`config.mk`:
```
export PLATFORM = sky130hd
export DESIGN_NAME = fifo_read_ctrl_flat
export DESIGN_NICKNAME = d
export VERILOG_FILES = /design/src/rtl/fifo_read_ctrl_pkg.sv /design/src/rtl/fifo_read_ctrl_if.sv /design/src/rtl/fifo_read_ctrl_gray2bin.sv /design/src/rtl/fifo_read_ctrl.sv /design/src/flat_wrapper.sv
export SDC_FILE = /design/constraint.sdc
export NUM_CORES = 1
export LEC_CHECK = 0
export BUFFER_PORTS_ARGS = -buffer_cell sky130_fd_sc_hd__buf_2
export CORE_AREA = 2 2 39 41
export CTS_BUF_LIST = sky130_fd_sc_hd__clkbuf_4 sky130_fd_sc_hd__clkbuf_8 sky130_fd_sc_hd__clkbuf_16
export DETAILED_ROUTE_END_ITERATION = 16
export DIE_AREA = 0 0 41 43
export HOLD_SLACK_MARGIN = 0.05
export MAX_ROUTING_LAYER = met4
export SLEW_MARGIN = 10
export SYNTH_ARGS = -nofsm -noshare
export SYNTH_HDL_FRONTEND = slang
export SYNTH_SLANG_ARGS = --single-unit
export TNS_END_PERCENT = 5
```
`constraint.sdc`:
```
create_clock -name clk -period 2.3 [get_ports clk]
set_input_delay 0.69 -clock clk [delete_from_list [all_inputs] [get_ports clk]]
set_output_delay 0.69 -clock clk [all_outputs]
set_load 0.1 [all_outputs]
```
`src/rtl/fifo_read_ctrl_pkg.sv`:
```
// Shared types and helpers for the async FIFO read/write controllers.
package async_fifo_pkg;

    localparam int DefaultPtrWidth = 2;

    typedef logic [DefaultPtrWidth:0] ptr_t;

    // Operates on a wide vector so callers of any pointer width can slice the result.
    function automatic logic [31:0] bin2gray(input logic [31:0] bin);
        return bin ^ (bin >> 1);
    endfunction

endpackage

```
`src/rtl/fifo_read_ctrl_if.sv`:
```
// Read-domain FIFO controller signal bundle; master drives requests, slave is the controller.
interface fifo_read_ctrl_if #(
    parameter int PtrWidth   = 2,
    parameter int LevelWidth = PtrWidth + 1
);
    logic                  i_rd_en;
    logic [PtrWidth:0]     i_wr_gray_ptr_sync;
    logic [LevelWidth-1:0] i_ae_thresh;
    logic                  i_clr_underflow;
    logic                  o_rd_accept;
    logic [PtrWidth-1:0]   o_rd_addr;
    logic [PtrWidth:0]     o_rd_bin_ptr;
    logic [PtrWidth:0]     o_rd_gray_ptr;
    logic                  o_empty;
    logic                  o_almost_empty;
    logic [LevelWidth-1:0] o_level;
    logic                  o_underflow;

    modport master (
        output i_rd_en, i_wr_gray_ptr_sync, i_ae_thresh, i_clr_underflow,
        input  o_rd_accept, o_rd_addr, o_rd_bin_ptr, o_rd_gray_ptr,
               o_empty, o_almost_empty, o_level, o_underflow
    );

    modport slave (
        input  i_rd_en, i_wr_gray_ptr_sync, i_ae_thresh, i_clr_underflow,
        output o_rd_accept, o_rd_addr, o_rd_bin_ptr, o_rd_gray_ptr,
               o_empty, o_almost_empty, o_level, o_underflow
    );
endinterface

```
`src/rtl/fifo_read_ctrl_gray2bin.sv`:
```
// Gray-to-binary converter: each binary bit is the XOR of all Gray bits at or above it.
module gray2bin #(
    parameter int Width = 3
) (
    input  logic [Width-1:0] gray_i,
    output logic [Width-1:0] bin_o
);
    for (genvar gi = 0; gi < Width; gi++) begin : g_bit
        assign bin_o[gi] = ^gray_i[Width-1:gi];
    end
endmodule

```
`src/rtl/fifo_read_ctrl.sv`:
```
// Async FIFO read-domain controller: read pointer, empty/level/almost-empty status, sticky underflow.
// Level and threshold status are built only when ASYNC_FIFO_RD_LEVEL_EN is defined.
module fifo_read_ctrl
    import async_fifo_pkg::*;
#(
    parameter int PtrWidth   = DefaultPtrWidth,
    parameter int LevelWidth = PtrWidth + 1
) (
    input  logic              clk,
    input  logic              rst,
    fifo_read_ctrl_if.slave   bus
);
    logic [PtrWidth:0] rd_bin_q, rd_bin_d;
    logic [PtrWidth:0] rd_gray_q, rd_gray_d;
    logic [PtrWidth:0] wr_bin;
    logic [31:0]       gray_wide;
    logic              empty_q, empty_d;
    logic              underflow_q, underflow_d;
    logic              rd_accept;

    gray2bin #(.Width(PtrWidth + 1)) u_wr_g2b (
        .gray_i (bus.i_wr_gray_ptr_sync),
        .bin_o  (wr_bin)
    );

    assign gray_wide = bin2gray(32'(rd_bin_d));

    always_comb begin
        rd_accept   = bus.i_rd_en & ~empty_q & ~rst;
        rd_bin_d    = rd_bin_q + (PtrWidth + 1)'(rd_accept);
        rd_gray_d   = gray_wide[PtrWidth:0];
        // Status follows the post-read pointer so the final read flags empty on its own edge.
        empty_d     = (rd_bin_d == wr_bin);
        // A fresh underflow beats a simultaneous clear.
        underflow_d = (bus.i_rd_en & empty_q) | (underflow_q & ~bus.i_clr_underflow);
    end

    always_ff @(posedge clk) begin
        if (rst) begin
            rd_bin_q    <= '0;
            rd_gray_q   <= '0;
            empty_q     <= 1'b1;
            underflow_q <= 1'b0;
        end else begin
            rd_bin_q    <= rd_bin_d;
            rd_gray_q   <= rd_gray_d;
            empty_q     <= empty_d;
            underflow_q <= underflow_d;
        end
    end

`ifdef ASYNC_FIFO_RD_LEVEL_EN
    logic [PtrWidth:0]     level_diff;
    logic [LevelWidth-1:0] level_q, level_d;
    logic                  ae_q, ae_d;
    logic                  unused_bits;

    always_comb begin
        level_diff = wr_bin - rd_bin_d;
        level_d    = LevelWidth'(level_diff);
        ae_d       = (level_d <= bus.i_ae_thresh);
    end

    always_ff @(posedge clk) begin
        if (rst) begin
            level_q <= '0;
            ae_q    <= 1'b1;
        end else begin
            level_q <= level_d;
            ae_q    <= ae_d;
        end
    end

    assign unused_bits        = ^gray_wide[31:PtrWidth+1];
    assign bus.o_level        = level_q;
    assign bus.o_almost_empty = ae_q;
`else
    logic unused_bits;

    assign unused_bits        = ^{gray_wide[31:PtrWidth+1], bus.i_ae_thresh};
    assign bus.o_level        = '0;
    assign bus.o_almost_empty = empty_q;
`endif

    assign bus.o_rd_accept   = rd_accept;
    assign bus.o_rd_addr     = rd_bin_q[PtrWidth-1:0];
    assign bus.o_rd_bin_ptr  = rd_bin_q;
    assign bus.o_rd_gray_ptr = rd_gray_q;
    assign bus.o_empty       = empty_q;
    assign bus.o_underflow   = underflow_q;
endmodule
```
`src/flat_wrapper.sv`:
```
// flat-port wrapper written by rule: the top's interface ports become plain ports
module fifo_read_ctrl_flat import async_fifo_pkg::*;
#(
    parameter int PtrWidth   = DefaultPtrWidth,
    parameter int LevelWidth = PtrWidth + 1
)
  (clk, rst, bus_i_rd_en, bus_i_wr_gray_ptr_sync, bus_i_ae_thresh, bus_i_clr_underflow, bus_o_rd_accept, bus_o_rd_addr, bus_o_rd_bin_ptr, bus_o_rd_gray_ptr, bus_o_empty, bus_o_almost_empty, bus_o_level, bus_o_underflow);
  fifo_read_ctrl_if #(.PtrWidth(PtrWidth), .LevelWidth(LevelWidth)) bus_i ();
  input  logic clk;
  input  logic rst;
  input wire logic [$bits(bus_i.i_rd_en)-1:0] bus_i_rd_en;
  input wire logic [$bits(bus_i.i_wr_gray_ptr_sync)-1:0] bus_i_wr_gray_ptr_sync;
  input wire logic [$bits(bus_i.i_ae_thresh)-1:0] bus_i_ae_thresh;
  input wire logic [$bits(bus_i.i_clr_underflow)-1:0] bus_i_clr_underflow;
  output wire logic [$bits(bus_i.o_rd_accept)-1:0] bus_o_rd_accept;
  output wire logic [$bits(bus_i.o_rd_addr)-1:0] bus_o_rd_addr;
  output wire logic [$bits(bus_i.o_rd_bin_ptr)-1:0] bus_o_rd_bin_ptr;
  output wire logic [$bits(bus_i.o_rd_gray_ptr)-1:0] bus_o_rd_gray_ptr;
  output wire logic [$bits(bus_i.o_empty)-1:0] bus_o_empty;
  output wire logic [$bits(bus_i.o_almost_empty)-1:0] bus_o_almost_empty;
  output wire logic [$bits(bus_i.o_level)-1:0] bus_o_level;
  output wire logic [$bits(bus_i.o_underflow)-1:0] bus_o_underflow;
  assign bus_i.i_rd_en = bus_i_rd_en;
  assign bus_i.i_wr_gray_ptr_sync = bus_i_wr_gray_ptr_sync;
  assign bus_i.i_ae_thresh = bus_i_ae_thresh;
  assign bus_i.i_clr_underflow = bus_i_clr_underflow;
  assign bus_o_rd_accept = bus_i.o_rd_accept;
  assign bus_o_rd_addr = bus_i.o_rd_addr;
  assign bus_o_rd_bin_ptr = bus_i.o_rd_bin_ptr;
  assign bus_o_rd_gray_ptr = bus_i.o_rd_gray_ptr;
  assign bus_o_empty = bus_i.o_empty;
  assign bus_o_almost_empty = bus_i.o_almost_empty;
  assign bus_o_level = bus_i.o_level;
  assign bus_o_underflow = bus_i.o_underflow;
  fifo_read_ctrl #(.PtrWidth(PtrWidth), .LevelWidth(LevelWidth)) u_core (.clk(clk), .rst(rst), .bus(bus_i));
endmodule
```
Word level (Yosys, flattened, before mapping)
Index checks and enable logic that the tools add are counted.
- bits in registers: 8
- output and inout bits: 15
- add/sub/neg operators: 1
- eq/ne operators: 1
- bitwise operators: 9
- reduce and logical (&&, ||, !) cells: 2
- operators with widths (kind ; count):
    AND 1 bit ; 4
    adder 3 x 1 -> 3 bit ; 1
    == test 3 bit ; 1
    NOT 1 bit ; 3
    XOR reduction 3 bit ; 1
    bitwise XOR 3 x 2 -> 3 bit ; 1
    XOR reduction 2 bit ; 1
    OR 1 bit ; 1

Depth between registers and ports, before layout
Gate-level depths: netlist of the first run.
- word-level depth: 5
- gate-level depth with buffers: 6

Cells and area by module
A second synthesis of the first run with hierarchy kept.
- cell total of the unflattened synthesis: 36
- area total of the unflattened synthesis: 396.6 um^2
- by module, submodules not included (module ; times used ; cells an instance ; area an instance (um^2)):
    fifo_read_ctrl ; 1 ; 33 ; 356.6
    gray2bin ; 1 ; 3 ; 40.0

Worst setup path after synthesis of the first run
OpenSTA, ideal clock, no wires.
- kind: reg-to-reg
- start point: register u_core.empty_q, in the netlist u_core.bus.o_almost_empty
- end point: register u_core.empty_q, in the netlist u_core.bus.o_almost_empty
- arrival: 4.317 ns
- required time: 2.178 ns
- setup slack: -2.139 ns
- stages on the path, launching flop included: 7
- path buffers: 0
- period minus slack after synthesis: 4.439 ns
- cell sequence: dfxtp_1 > nor3b_1 > ha_1 > ha_1 > xor2_2 > mux2i_1 > a221o_1
- cells in the longest elaborated chain, start to end: 5
- ends and longest elaborated chain (element ; RTL line ; text):
    start: declaration ; fifo_read_ctrl.sv:17 ; logic empty_q, empty_d;
    start signal: assignment ; fifo_read_ctrl.sv:47 ; empty_q <= empty_d;
    NOT 1 bit ; fifo_read_ctrl.sv:29 ; rd_accept = bus.i_rd_en & ~empty_q & ~rst;
    AND 1 bit (2 in series) ; fifo_read_ctrl.sv:29 ;
    net bus_o_rd_accept ; flat_wrapper.sv:15 ; output wire logic [$bits(bus_i.o_rd_accept)-1:0] bus_o_rd_accept;
    adder 3 x 1 -> 3 bit ; fifo_read_ctrl.sv:30 ; rd_bin_d = rd_bin_q + (PtrWidth + 1)'(rd_accept);
    == test 3 bit ; fifo_read_ctrl.sv:33 ; empty_d = (rd_bin_d == wr_bin);
The timed path passes the listed nets, and every way through them passes these cells.
A chain may end at the register's enable or synchronous reset.

Final worst setup path of the first run
- start point: input rst
- end point: output bus_o_rd_accept
- cells in the longest elaborated chain, start to end: 2
- ends and longest elaborated chain (element ; RTL line ; text):
    start: declaration ; flat_wrapper.sv:10 ; input logic rst;
    NOT 1 bit ; fifo_read_ctrl.sv:29 ;
    AND 1 bit ; fifo_read_ctrl.sv:29 ;
    end: declaration ; flat_wrapper.sv:15 ;
No other way between the ends.

==> results of run 1 <==
==> worst max-delay path by stage <==
stage	startpoint	to	slack [ns]
2_1_floorplan	rst	u_core.bus.o_almost_empty	-0.40
3_3_place_gp	rst	u_core.bus.o_almost_empty	0.18
3_5_place_dp	rst	u_core.bus.o_almost_empty	0.15
4_1_cts	rst	bus_o_rd_accept	0.22
5_1_grt	rst	bus_o_rd_accept	0.21
6_report	rst	bus_o_rd_accept	0.23
==> stage by stage <==
step	util [%]	area (um^2)	power [mW]	setup WS (ns)	hold slack, ns
after floorplan	-	432	0.248	-0.396	0.704
after global placement	37.5	519	0.263	0.185	0.451
after detailed placement	37.5	519	0.265	0.152	0.460
after CTS	39.7	549	0.387	0.216	0.469
after global routing	39.7	549	0.401	0.210	0.495
final	39.7	549	0.380	0.228	0.465
==> kinds of logic (layout without fill, tap and decap cells) <==
logic type | Yosys count | in the layout | share of synthesized area [%]
AND/OR/NAND/NOR | 14 | 14 | 20.3
flip-flops | 7 | 7 | 37.3
buffers and inverters | 7 | 24 | 14.0
XOR/XNOR | 4 | 4 | 11.3
adder cells (fa/ha/maj) | 2 | 2 | 6.67
AO/OA/AOI/OAI | 2 | 2 | 4.00
multiplexers | 2 | 2 | 5.33
other | 1 | 3 | 0.999
==> power by group <==
| group | switching (mW) | internal [mW] |
|---|---|---|
| Sequential | 0.00437 | 0.127 |
| Clock | 0.0407 | 0.0777 |
| Combinational | 0.103 | 0.0272 |
==> area by class of cell <==
type,count,area share (%)
clock buffer,4,5.47
multi-input combinational,27,43.3
sequential,7,25.7
tap,16,3.64
timing repair buffer,20,21.9
==> routing by layer <==
layer / global-route usage [%] / vias up / wire (um)
met1: 6.43 / 132 / 226
met2: 10.6 / 14 / 337
met5: - / - / 0
met4: 12.0 / 0 / 14
met3: 3.14 / 2 / 54
li1: - / 152 / -
==> critical path: stages <==
cell and delay [ns]:
buf_2 0.12, nor3b_4 0.25, buf_4 0.16, buf_12 0.16
==> sequential cells by signal (all words and copies together), names as in the netlist <==
name,count
u_core.bus.o_almost_empty,1
u_core.bus.o_rd_gray_ptr,3
u_core.bus.o_underflow,1
u_core.bus.o_rd_bin_ptr,2
==> cells in the final DEF, fill, tap and decap left out, types with 2 or more instances in the layout <==
cell type	n
buf_2	17
xnor2_1	2
nor2b_1	3
buf_4	2
ha_4	2
nand2b_1	3
mux2i_1	2
nor2_1	3
dfxtp_1	6
clkbuf_4	4
conb_1	3
nand2_1	2
==> flow_summary_export.csv, run 1 <==
group,metric,value,unit
timing,period_share,90.1,%
placement,port-buffer-count,18,
timing,rsz0062_at_grt,"false",
power,p_per_area,692,mW/mm^2
clock_tree,cts_resized,0,
route,drc,0,
clock_tree,clk_path_buf_depth,2,
finish,syn2layout_area_growth,46.3,%
floorplan,die_h,43,um
placement,gp_congestion,0.614,
hold_path,hold_path.class,"flip-flop to flip-flop",
floorplan,num_rows,14,
timing,setup_violations,0,
route,wl_per_cell,8.55,um
global_route,grt_pass1_vias,219,
setup_path,critPathKind,"primary input to output port",
logic_synthesis,synth-async-reset-ratio,0,%
logic_synthesis,syn_area_per_cell,9.62,um^2
timing,period_needed,2.07,ns
timing,fin_worst_skew,0.00236,ns
setup_path,start_kind,"primary input",
floorplan,dieArea,0.00176,mm^2
clock_tree,cts_inserted_buffers,3,
clock_tree,cts_tree,"done",
setup_path,critPathMaxFanout,2,
logic_synthesis,netlist.top_cell.by_area,"dfxtp_1",
setup_path,endpoint_kind,"output port",
timing,fmax,483,MHz
logic_synthesis,synthCells,39,
logic_synthesis,yosysSeqAreaShare,37.3,%
hold_path,hold_depth,2,
floorplan,initial_utilization,27.1,%
logic_synthesis,ys_warn_count,0,
timing,drv_slew,0,
logic_synthesis,synth_edf_count,0,
clock_tree,htreeDepth,1,
clock_tree,insertion_delay,0.24,ns
logic_synthesis,synthFlopType,"dfxtp_1",
floorplan,die_x,41,um
setup_path,r2r_slack,0.68,ns
hold_path,hold_path_end,"u_core.bus.o_underflow",
route,drtIter0Drc,2,
route,antenna_left,0,
timing,timing.setup.tns,0,ns
finish,multi_input_area,238,um^2
status,status,"completed",
finish,fin_cells,74,
global_route,grt_pass1_wl,793,um
global_route,grt.total_usage,8.02,%
finish,n_fill_cell,151,
job,drv_cap,0,
floorplan,coreArea,0.00138,mm^2
setup_path,cp.required,1.61,ns
logic_synthesis,syn_area,375,um^2
logic_synthesis,yosys_register_bits,7,
hold_path,hp-start,"u_core.bus.o_underflow",
logic_synthesis,yosys-top-cells-count,"buf_4 (7), dfxtp_1 (7), nand2b_1 (3), nor2_1 (3), nor2b_1 (3)",
logic_synthesis,ys_types,17,
route,drt-total-wl,633,um
power,vdd_drop_max,0.197,mV
setup_path,rr_startpoint,"u_core.bus.o_almost_empty",
setup_path,r2r_cells,6,
global_route,grt_max_degree,8,
finish,ff_latch_area,141,um^2
power,p_leak,0.263,nW
global_route,antenna_found_initial,0,
route,dr.pass1.iters,4,
global_route,grt.overflow.total,0,
clock_tree,root_buffer,"clkbuf_4",
floorplan,io_pins,25,
placement,placedCellCount,70,
logic_synthesis,netlist.area_leader.share,37.3,%
logic_synthesis,yosys-top-cells-area,"dfxtp_1 (37%), buf_4 (14%), ha_1 (6.7%)",
setup_path,cp.arrival,1.38,ns
clock_tree,post_cts_buffers,0,
route,num_vias,300,
finish,final_nets,71,
clock_tree,cts_hold_buf,0,
finish,drive_gt1_share,51.7,%
route,vias_per_cell,4.05,
finish,diodes,0,
clock_tree,clk_pin_slew,0.05,ns
timing,hold_viol,0,
clock_tree,cts.sinks,7,
setup_path,reg2reg_to,"u_core.bus.o_almost_empty",
No activity file was read; power rests on OpenSTA's default activity.
==> run 2, diff against run 1 <==
Clock period 2.3 ns to 1.9 ns, I/O delays scaled along.
==> run 2 against run 1 <==
Hold slack barely moved. Count of clock-buffer cells in the layout is the same. Combinational power increased by 22%. Critical endpoint unchanged. Design area rose by 2.7%. Routed wire length down 2.1%. Non-clock buffer count grew 2. Largest cell class unchanged. Via count is 0.67% lower. Critical path depth stayed put. Utilization up 1.1 points. Final cell count up 2.7%.
==> flow_summary_export.csv, run 2 (synthesized netlist as in run 1, its figures left out) <==
group,metric,value,unit
status,status,"completed",
hold_path,hold_path.class,"flip-flop to flip-flop",
placement,place_hpwl,547,um
setup_path,endpoint_kind,"output port",
power,vdd_drop_max,0.260,mV
job,drv_cap,0,
clock_tree,post_cts_buffers,0,
timing,hold_viol,0,
clock_tree,cts_inserted_buffers,3,
floorplan,die_h,43,um
power,p_per_area,820,mW/mm^2
setup_path,start_kind,"primary input",
finish,diodes,0,
clock_tree,insertion_delay,0.25,ns
clock_tree,cts_hold_buf,0,
timing,setup_violations,0,
floorplan,io_pins,25,
floorplan,dieArea,0.00176,mm^2
setup_path,cp.arrival,1.26,ns
floorplan,die_x,41,um
global_route,grt_max_degree,8,
placement,port-buffer-count,18,
setup_path,critPathKind,"primary input to output port",
power,p_leak,0.273,nW
route,antenna_left,0,
route,num_vias,298,
finish,syn2layout_area_growth,50.3,%
clock_tree,cts.sinks,7,
timing,rsz0062_at_grt,"false",
timing,drv_slew,0,
timing,timing.setup.tns,0,ns
clock_tree,clk_pin_slew,0.05,ns
finish,drive_gt1_share,53.3,%
finish,final_cell_mix,"buf_2 (17), dfxtp_1 (6), clkbuf_4 (4), buf_4 (4)",
timing,period_share,96.5,%
finish,layout_commonest_cell,"buf_2",
route,vias_per_cell,3.92,
setup_path,cp.required,1.33,ns
timing,fin_worst_skew,0.00131,ns
finish,largest_reg_flops,3,
clock_tree,clk_path_buf_depth,2,
finish,fin_cells,76,
timing,fmax,545,MHz
route,wl_per_cell,8.16,um
finish,final_nets,73,
route,drtIter0Drc,2,
clock_tree,cts_resized,0,
global_route,grt_pass1_vias,246,
clock_tree,root_buffer,"clkbuf_4",
route,drc,0,
global_route,antenna_found_initial,0,
clock_tree,htreeDepth,1,
route,drt-total-wl,620,um
global_route,grt.total_usage,8.66,%
placement,placedCellCount,72,
global_route,grt_pass1_wl,876,um
route,dr.pass1.iters,3,
floorplan,num_rows,14,
timing,period_needed,1.83,ns
power,total_power,0.463,mW
setup_path,critPathMaxFanout,2,
clock_tree,cts_tree,"done",
placement,gp_congestion,0.633,
global_route,grt.overflow.total,0,
floorplan,initial_utilization,27.1,%
floorplan,coreArea,0.00138,mm^2
## run 2: cell types whose count changed in the layout (fill, tap and decap cells not counted)
| cell | delta |
|---|---|
| buf_4 | +2 |
## run 2: cell type report
class                   instances  area (um^2)
fillers                       139          820
repair buffers                 22          135
flip-flops and latches          7          141
well taps                      16         20.0
multi-input cells              27          238
clock buffers                   4         30.0
## run 2: per-stage QoR
step | utilization, % | hold WS [ns] | worst slack (ns) | cell area [um^2]
after floorplan | - | 0.639 | -0.676 | 432
after global placement | 38.6 | 0.451 | -0.100 | 534
after detailed placement | 38.6 | 0.461 | -0.127 | 534
after CTS | 40.8 | 0.468 | 0.0529 | 564
after global routing | 40.8 | 0.495 | 0.0429 | 564
final | 40.8 | 0.465 | 0.0666 | 564
## run 2: path summary, 6_finish.rpt
kind / from / endpoint / slack, ns / depth (start not counted)
min: u_core.bus.o_underflow / u_core.bus.o_underflow / 0.47 / 2
max reg2reg: u_core.bus.o_almost_empty / u_core.bus.o_almost_empty / 0.28 / 6
max: rst / bus_o_rd_accept / 0.07 / 4
min reg2reg: u_core.bus.o_underflow / u_core.bus.o_underflow / 0.47 / 2
## run 2: worst max-delay path: stages
cell	delay, ns
buf_2	0.12
nor3b_4	0.25
buf_4	0.16
buf_12	0.16
## run 2: metal layers
layer	share of wire (%)	routed length (um)	global-route usage, %
met5	0	0	-
met3	7.1	44	3.14
met2	55	342	12.5
met4	0	0	12.0
met1	37	232	6.47
## run 2: where the power goes
part	leakage, nW	total, mW	internal (mW)	switching, mW
registers	0.0572	0.159	0.154	0.00487
logic	0.198	0.159	0.0338	0.125
clock network	0.0184	0.145	0.0941	0.0509
total	0.273	0.463	0.282	0.181
==> run 3, diff against run 2 <==
Settings changed: PLACE_DENSITY set to 0.67.
Clock period 1.9 ns to 2.25 ns, I/O delays scaled along.
==> run 3 against run 2 <==
Design area is 2.7% lower. Register-to-register slack better by 0.36 ns. First-iteration DRC count stayed put. Non-clock buffer count is 2 lower. Power is 16% lower. Final cell count is 2.6% lower. Flip-flop and latch count stayed put. Critical path depth stayed put. Critical endpoint unchanged. Via count is 5.0% lower. Sequential share of layout area is 0.68 points higher. Sequential power is 16% lower.
==> flow_summary_export.csv, run 3 (synthesized netlist as in run 1, its figures left out) <==
group,metric,value,unit
clock_tree,root_buffer,"clkbuf_4",
finish,largest_reg_flops,3,
floorplan,die_h,43,um
finish,final_util,39.7,%
route,drc,0,
global_route,grt.total_usage,6.80,%
floorplan,dieArea,0.00176,mm^2
route,antenna_left,0,
route,num_vias,283,
setup_path,critPathKind,"primary input to output port",
clock_tree,cts_tree,"done",
timing,drv_slew,0,
finish,layout_commonest_cell,"buf_2",
finish,final_cell_mix,"buf_2 (17), dfxtp_1 (6), clkbuf_4 (4)",
job,drv_cap,0,
finish,diodes,0,
clock_tree,cts_inserted_buffers,3,
floorplan,initial_utilization,27.1,%
global_route,grt_pass1_vias,233,
timing,period_needed,2.05,ns
timing,fmax,488,MHz
timing,fin_worst_skew,0.00431,ns
timing,rsz0062_at_grt,"false",
setup_path,r2r_cells,6,
route,vias_per_cell,3.82,
global_route,antenna_found_initial,0,
route,wl_per_cell,7.68,um
floorplan,coreArea,0.00138,mm^2
status,status,"completed",
route,dr.pass1.iters,3,
placement,placedCellCount,70,
clock_tree,clk_path_buf_depth,2,
route,drtIter0Drc,2,
setup_path,critPathMaxFanout,2,
global_route,grt_pass1_wl,752,um
placement,place_hpwl,486,um
hold_path,hold_depth,2,
setup_path,cp.required,1.57,ns
clock_tree,clk_pin_slew,0.05,ns
route,drt-total-wl,568,um
finish,stdcell_area,549,um^2
finish,fin_cells,74,
clock_tree,insertion_delay,0.25,ns
clock_tree,post_cts_buffers,0,
setup_path,endpoint_kind,"output port",
clock_tree,cts_hold_buf,0,
timing,hold_viol,0,
timing,setup_violations,0,
setup_path,start_kind,"primary input",
floorplan,num_rows,14,
placement,post-place-ws,0.130,ns
hold_path,hold_path.class,"flip-flop to flip-flop",
finish,syn2layout_area_growth,46.3,%
timing,fin_ws,0.202,ns
placement,gp_congestion,0.584,
global_route,grt.overflow.total,0,
placement,place_area,519,um^2
setup_path,cp.arrival,1.37,ns
floorplan,die_x,41,um
placement,port-buffer-count,18,
power,vdd_drop_max,0.178,mV
clock_tree,cts.sinks,7,
power,p_leak,0.263,nW
floorplan,io_pins,25,
clock_tree,htreeDepth,1,
power,p_per_area,710,mW/mm^2
clock_tree,cts_resized,0,
finish,final_nets,71,
global_route,grt_max_degree,8,
timing,period_share,91.0,%
finish,drive_gt1_share,51.7,%
[run 3: changes by cell type in the layout (fill, tap and decap cells not counted), sizes merged]
| cell | change |
|---|---|
| buf | -2 |
[run 3: path summary, 6_finish.rpt]
| path | startpoint | endpoint | slack (ns) |
|---|---|---|---|
| max | rst | bus_o_rd_accept | 0.20 |
| min | u_core.bus.o_underflow | u_core.bus.o_underflow | 0.46 |
| max reg2reg | u_core.bus.o_almost_empty | u_core.bus.o_almost_empty | 0.64 |
| min reg2reg | u_core.bus.o_underflow | u_core.bus.o_underflow | 0.46 |
[run 3: through the flow]
step | TNS (ns) | total power, mW | hold WS (ns)
after floorplan | -0.845 | 0.253 | 0.704
after detailed placement | 0 | 0.270 | 0.462
after global placement | 0 | 0.269 | 0.455
after global routing | 0 | 0.409 | 0.500
after CTS | 0 | 0.397 | 0.470
final | 0 | 0.390 | 0.463
[run 3: final cells by class]
type / count / area, um^2
repair buffers: 20 / 120
well taps: 16 / 20.0
fillers: 145 / 835
multi-input cells: 27 / 238
clock buffers: 4 / 30.0
flip-flops and latches: 7 / 141
[run 3: metal layers]
layer  vias to the layer above  routed length, um  global-route usage [%]
met5                         -                  0                       -
met4                         0                 18                    10.0
met3                         2                 53                       0
met2                        16                249                    10.6
met1                       113                246                    5.48
li1                        152                  -                       -
[run 3: report_power, final]
part           total (mW)  internal (mW)  switching, mW
Clock               0.123         0.0795         0.0436
Combinational       0.132         0.0276          0.105
Sequential          0.134          0.130        0.00405
[run 3: critical path: stages]
cell and delay (ns):
buf_2 0.12, nor3b_4 0.25, buf_4 0.16, buf_12 0.16
